===== src/rtl/musicfx_pkg.sv =====
// musicfx_pkg: shared types and helpers for the music effect sequencer.
//   state_t      FSM state encoding (IDLE / RUN / HOLD)
//   OCT_*        octave field codes of the 3-bit pattern mode word
//   MODE_*       bit positions of the mode-word fields
//   fx_t         decoded effect enables
//   decode_mode  mode word -> effect enables (octave code 11 treated as none)
package musicfx_pkg;

  typedef enum logic [1:0] {
    ST_IDLE = 2'd0,
    ST_RUN  = 2'd1,
    ST_HOLD = 2'd2
  } state_t;

  localparam logic [1:0] OCT_NONE     = 2'b00;
  localparam logic [1:0] OCT_DOWN     = 2'b01;
  localparam logic [1:0] OCT_UP       = 2'b10;
  localparam logic [1:0] OCT_NONE_ALT = 2'b11;

  localparam int MODE_W        = 3;
  localparam int MODE_OCT_LSB  = 0;
  localparam int MODE_OCT_MSB  = 1;
  localparam int MODE_TREM_BIT = 2;

  typedef struct packed {
    logic oct_down;
    logic oct_up;
    logic tremolo;
  } fx_t;

  // Exact-match compares keep down/up mutually exclusive by construction.
  function automatic fx_t decode_mode(input logic [MODE_W-1:0] mode);
    fx_t fx;
    fx.oct_down = (mode[MODE_OCT_MSB:MODE_OCT_LSB] == OCT_DOWN);
    fx.oct_up   = (mode[MODE_OCT_MSB:MODE_OCT_LSB] == OCT_UP);
    fx.tremolo  = mode[MODE_TREM_BIT];
    return fx;
  endfunction

endpackage


===== src/rtl/music_effect_sequencer_beat_prescaler.sv =====
// beat_prescaler: beat counter for the music effect sequencer.
//   clk, rst_n  clock / async active-low reset
//   run         count enable (counter frozen when low)
//   clear       synchronous return to 0, overrides run
//   tick        high for the cycle in which the counter sits at BEAT_DIV-1 while running
module beat_prescaler #(
  parameter int BEAT_DIV = 50000
) (
  input  logic clk,
  input  logic rst_n,
  input  logic run,
  input  logic clear,
  output logic tick
);

  localparam int CW = $clog2(BEAT_DIV);
  localparam logic [CW-1:0] LAST = CW'(BEAT_DIV - 1);

  logic [CW-1:0] r_cnt;

  assign tick = run && (r_cnt == LAST);

  always_ff @(posedge clk or negedge rst_n) begin
    if (!rst_n) begin
      r_cnt <= '0;
    end else if (clear) begin
      r_cnt <= '0;
    end else if (run) begin
      r_cnt <= (r_cnt == LAST) ? '0 : r_cnt + CW'(1);
    end
  end

endmodule


===== src/rtl/music_effect_sequencer.sv =====
// music_effect_sequencer: steps through an 8-entry pattern table once per beat
// and drives octave-down / octave-up / tremolo enables to the effect datapath.
//   clk, rst_n           clock / async active-low reset (clears table too)
//   start, stop          playback pulses; stop wins over start and hold
//   hold                 level, freezes counter, step and outputs
//   loop_last            last step before wrapping to 0
//   wr_en/addr/data      pattern-table write port, accepted in any state
//   octave_dena/uena, tremolo_ena, led_ena, busy, step   status / enables
// Build option: MUSICFX_LED_EN adds a beat-tick toggling LED; otherwise led_ena is 0.
//
// state   | meaning
// IDLE    | not playing, outputs and step at 0
// RUN     | beat counter running, step advances on each tick
// HOLD    | playback frozen while hold is high
module music_effect_sequencer
  import musicfx_pkg::*;
#(
  parameter int BEAT_DIV = 50000,
  parameter int STEPS    = 8
) (
  input  logic              clk,
  input  logic              rst_n,
  input  logic              start,
  input  logic              stop,
  input  logic              hold,
  input  logic [2:0]        loop_last,
  input  logic              wr_en,
  input  logic [2:0]        wr_addr,
  input  logic [MODE_W-1:0] wr_data,
  output logic              octave_dena,
  output logic              octave_uena,
  output logic              tremolo_ena,
  output logic              led_ena,
  output logic              busy,
  output logic [2:0]        step
);

  state_t            r_state;
  state_t            w_state_nxt;
  logic [MODE_W-1:0] r_table [STEPS];
  logic [2:0]        r_step;
  fx_t               r_fx;

  logic       w_busy;
  logic       w_start;
  logic       w_stop;
  logic       w_advance;
  logic       w_tick;
  logic [2:0] w_step_nxt;
  logic [2:0] w_rd_idx;
  fx_t        w_fx_rd;

  assign w_busy    = (r_state != ST_IDLE);
  assign w_start   = start && !stop;
  assign w_stop    = stop && w_busy;
  // Counting is gated by the hold level itself so a hold costs exactly its
  // own length in cycles and release resumes the beat without a dead cycle.
  assign w_advance = w_busy && !hold && !stop && !start;

  // ">=" rather than "==" so a loop_last lowered below the current step wraps on the next tick.
  assign w_step_nxt = ((r_step >= loop_last) || (r_step == 3'(STEPS - 1))) ? 3'd0 : r_step + 3'd1;
  assign w_rd_idx   = w_start ? 3'd0 : w_step_nxt;
  // Table is read before this edge's write lands, so a same-edge write reads old data.
  assign w_fx_rd    = decode_mode(r_table[w_rd_idx]);

  beat_prescaler #(.BEAT_DIV(BEAT_DIV)) u_prescaler (
    .clk   (clk),
    .rst_n (rst_n),
    .run   (w_advance),
    .clear (start || stop),
    .tick  (w_tick)
  );

  always_ff @(posedge clk or negedge rst_n) begin
    if (!rst_n) r_state <= ST_IDLE;
    else        r_state <= w_state_nxt;
  end

  always_comb begin
    w_state_nxt = r_state;
    case (r_state)
      ST_IDLE: if (w_start) w_state_nxt = ST_RUN;
      ST_RUN, ST_HOLD: begin
        if (stop)      w_state_nxt = ST_IDLE;
        else if (hold) w_state_nxt = ST_HOLD;
        else           w_state_nxt = ST_RUN;
      end
      default: w_state_nxt = ST_IDLE;
    endcase
  end

  always_ff @(posedge clk or negedge rst_n) begin
    if (!rst_n) begin
      r_step <= '0;
      r_fx   <= '0;
    end else if (w_start) begin
      r_step <= '0;
      r_fx   <= w_fx_rd;
    end else if (w_stop) begin
      r_step <= '0;
      r_fx   <= '0;
    end else if (w_tick) begin
      r_step <= w_step_nxt;
      r_fx   <= w_fx_rd;
    end
  end

  always_ff @(posedge clk or negedge rst_n) begin
    if (!rst_n) begin
      for (int i = 0; i < STEPS; i++) r_table[i] <= '0;
    end else if (wr_en) begin
      r_table[wr_addr] <= wr_data;
    end
  end

`ifdef MUSICFX_LED_EN
  logic r_led;

  always_ff @(posedge clk or negedge rst_n) begin
    if (!rst_n)                 r_led <= 1'b0;
    else if (w_start || w_stop) r_led <= 1'b0;
    else if (w_tick)            r_led <= ~r_led;
  end

  assign led_ena = r_led;
`else
  assign led_ena = 1'b0;
`endif

  assign octave_dena = r_fx.oct_down;
  assign octave_uena = r_fx.oct_up;
  assign tremolo_ena = r_fx.tremolo;
  assign busy        = w_busy;
  assign step        = r_step;

endmodule


===== config.mk =====
export PLATFORM = sky130hd
export DESIGN_NAME = music_effect_sequencer
export DESIGN_NICKNAME = d
export VERILOG_FILES = /design/src/rtl/musicfx_pkg.sv /design/src/rtl/music_effect_sequencer_beat_prescaler.sv /design/src/rtl/music_effect_sequencer.sv
export SDC_FILE = /design/constraint.sdc
export NUM_CORES = 1
export LEC_CHECK = 0
export ABC_AREA = 1
export ABC_CLOCK_PERIOD_IN_PS = 1700
export CORE_MARGIN = 1
export CORE_UTILIZATION = 40
export CTS_BUF_LIST = sky130_fd_sc_hd__clkbuf_2
export CTS_CLUSTER_DIAMETER = 200
export DETAILED_ROUTE_END_ITERATION = 10
export SLEW_MARGIN = 0
export SYNTH_ARGS = -nofsm -noshare
export SYNTH_HDL_FRONTEND = slang
export SYNTH_SLANG_ARGS = --single-unit

===== constraint.sdc =====
create_clock -name clk -period 1.7 [get_ports clk]
set_input_delay 0.425 -clock clk [delete_from_list [all_inputs] [get_ports clk]]
set_output_delay 0.425 -clock clk [all_outputs]
set_load 0.02 [all_outputs]

==> flow_summary.ini <==
[outcome]
status = complete, but fails checks
violations = setup timing

[critical_path]
cp.depth = 13
path_cells = buf_6, ha_4, ha_4, nor2_4, nand2_2, inv_4, buf_4, nand4_4, nor2_1, o21ai_0, o21ai_1, nand2_1, nand3_1
cp_num_buf_inv = 3
startpoint = step[0]
startpoint_type = flip-flop
cp-end-kind = flip-flop
cp_slowest_cell = dfrtp_2
slowest_delay_ns = 0.48
criticalPathCategory = reg2reg
reg2reg_slack_ns = -0.27
worstPathMaxFanout = 5
crit_end = tremolo_ena
r2r-end = tremolo_ena
reg2reg_from = step[0]
required_ns = 2.15
r2r_cells = 13
crit_arrival_ns = 2.42
crit_top_cell = ha_4
critPathTopFamily = simple AND/OR/NAND/NOR gates

[floorplan]
rows = 29
core-area_um2 = 6390
die_x_um = 83.4
io_pins = 23
die-area_um2 = 6950
dieHeight_um = 83.4
initial_core_util_pct = 41.5

[layout]
drive_above_1_share_pct = 23.3
final_util_pct = 55.2
fin_area_um2 = 3520
diodes = 0
final_nets = 443
area_growth_pct = 33.0
final_cells = 498

[timing]
fin_crit_sh_pct = 116
maxSlewViolCount = 0
fmax_ghz = 0.506
fin_ws_ns = -0.275
rsz0062_at_grt = yes
fin_crit_ns = 1.97
setup_violations = 4
hold_violations = 0
skew_ns = 0.0508
timing.hold.ws_ns = 0.341

[route]
drt_iter0_markers = 152
drc_errors = 0
ant_nets = 0
via_count = 2504
vias_per_cell = 5.03
drt-pass1-iter-count = 5
drt-total-wl_mm = 6.34
wire_per_inst_um = 12.7

[clock_network]
cts_tree = built
cts_buffers = 5
cts_root_buf = clkbuf_2
cts.sinks = 48
clockBufferDepth = 2
clock_latency_ns = 0.47
clk_pin_slew_worst_paths_ns = 0.30
h-tree-depth = 2

[placed_design]
io_buffers = 21
place_area_um2 = 3170
dpl.hpwl_mm = 4.52
place.gp.congestion = 0.834
dp.cells = 473

[yosys]
synth-async-reset-ratio_pct = 100
synth_edf_count = 0
synth_ff_type = dfrtp_1
synth_area_per_cell_um2 = 7.55
syn_inst = 351
syn-cell-area_um2 = 2650
ys_seq_elements = 48
ys_warn_count = 0
ys_seq_area_share_pct = 45.3
yosys.cell_types.count = 31
synth_nets = 374

[grt]
antenna_found_initial = 0
grt_pass1_vias = 2326
grtUsageTotal_pct = 19.3
grt_pass1_wl_mm = 10.7
grt_remaining_overflow = 0
grt_max_degree = 34

[pwr]
finalPower_mw = 4.41
leakage_nw = 1.70
power_density_nw_per_um2 = 1250
peakVddDrop_mv = 0.727

[run]
maxCapViolations = 0

[worst_hold_path]
hold_class = in2async
-- cell usage after synthesis, types with 2 or more instances --
cell	instances	area share [%]
nand4_1	10	2.4
a21oi_1	12	2.3
nand2_1	103	15
o22ai_1	3	0.71
nor4_1	2	0.47
dfrtp_1	48	45
nor3_1	5	0.94
nand3_1	24	4.5
xor2_1	3	0.99
a22oi_1	2	0.57
ha_1	8	3.8
nor2_1	30	4.3
inv_1	46	6.5
o21ai_0	36	6.8
buf_4	3	0.85
-- registers in the layout, indices dropped and copies added, names as in the netlist --
| name | cells |
|---|---|
| r_table | 24 |
| u_prescaler.r_cnt | 16 |
| step | 3 |
| r_state | 2 |
| octave_dena | 1 |
| octave_uena | 1 |
| tremolo_ena | 1 |
-- timing repair --
| action | 4_1_cts | 5_1_grt |
|---|---|---|
| cloned | 0 | 1 |
| gates resized for setup | 26 | 41 |
| hold buffers | 1 | 0 |
| endpoints found under the setup margin | 10 | 26 |
| hold endpoints to repair | 15 | 0 |
| buffers inserted | 3 | 12 |
| pin swaps | 6 | 12 |
-- worst min-delay path by stage --
stage | end | cells past startpoint
2_1_floorplan | octave_dena | 0
3_3_place_gp | octave_uena | 1
3_5_place_dp | octave_uena | 1
4_1_cts | octave_uena | 2
5_1_grt | step[2] | 2
6_report | octave_uena | 2
-- metal layers --
layer | up-vias | share of wire, % | global-route usage, %
li1 | 1292 | - | -
met1 | 1139 | 50 | 26.6
met2 | 61 | 44 | 30.3
met3 | 12 | 4.9 | 3.98
met4 | 0 | 1.8 | 6.27
met5 | - | 0 | 0
-- report_power, final --
group	leakage (nW)	switching (mW)	total, mW	internal [mW]
registers	0.625	0.137	1.48	1.34
clock network	0.0396	0.411	0.664	0.253
logic	1.04	1.24	2.27	1.03
-- placed cells by master, fill, tap and decap left out, types with 6 or more instances in the layout --
master            n
nand3_1          18
o21ai_0          32
buf_4            42
dfrtp_1          46
inv_2             6
nor2_1           23
nand4_1          10
clkdlybuf4s50_1  13
nand2_1          97
a21oi_1          12
inv_1            40
nor2_2            6
-- per-stage QoR --
stage	setup WS, ns	setup TNS, ns
2_1_floorplan	-0.0918	-0.216
3_3_place_gp	-0.603	-6.03
3_5_place_dp	-0.626	-6.15
4_1_cts	-0.211	-0.772
5_1_grt	-0.398	-1.49
6_report	-0.275	-0.719
-- logic make-up (layout without fill, tap and decap cells) --
group                    after synthesis  after routing  share of synthesized area, %
buffers and inverters                 52            121                          8.12
adder cells (fa/ha/maj)                8              8                          3.78
AND/OR/NAND/NOR                      181            182                          29.4
AO/OA/AOI/OAI                         57             57                          11.9
XOR/XNOR                               4              4                          1.32
flip-flops                            48             48                          45.3
other                                  1              1                         0.142
-- layout make-up --
type                            instances  area (um^2)
Fill cell                             599         2860
Multi-Input combinational cell        252         1420
Sequential cell                        48         1200
Timing Repair Buffer                   66          554
Inverter                               47          179
Tap cell                               77         96.3
Clock inverter                          3         46.3
Clock buffer                            5         25.0
Power figures use the tool's default switching activity.
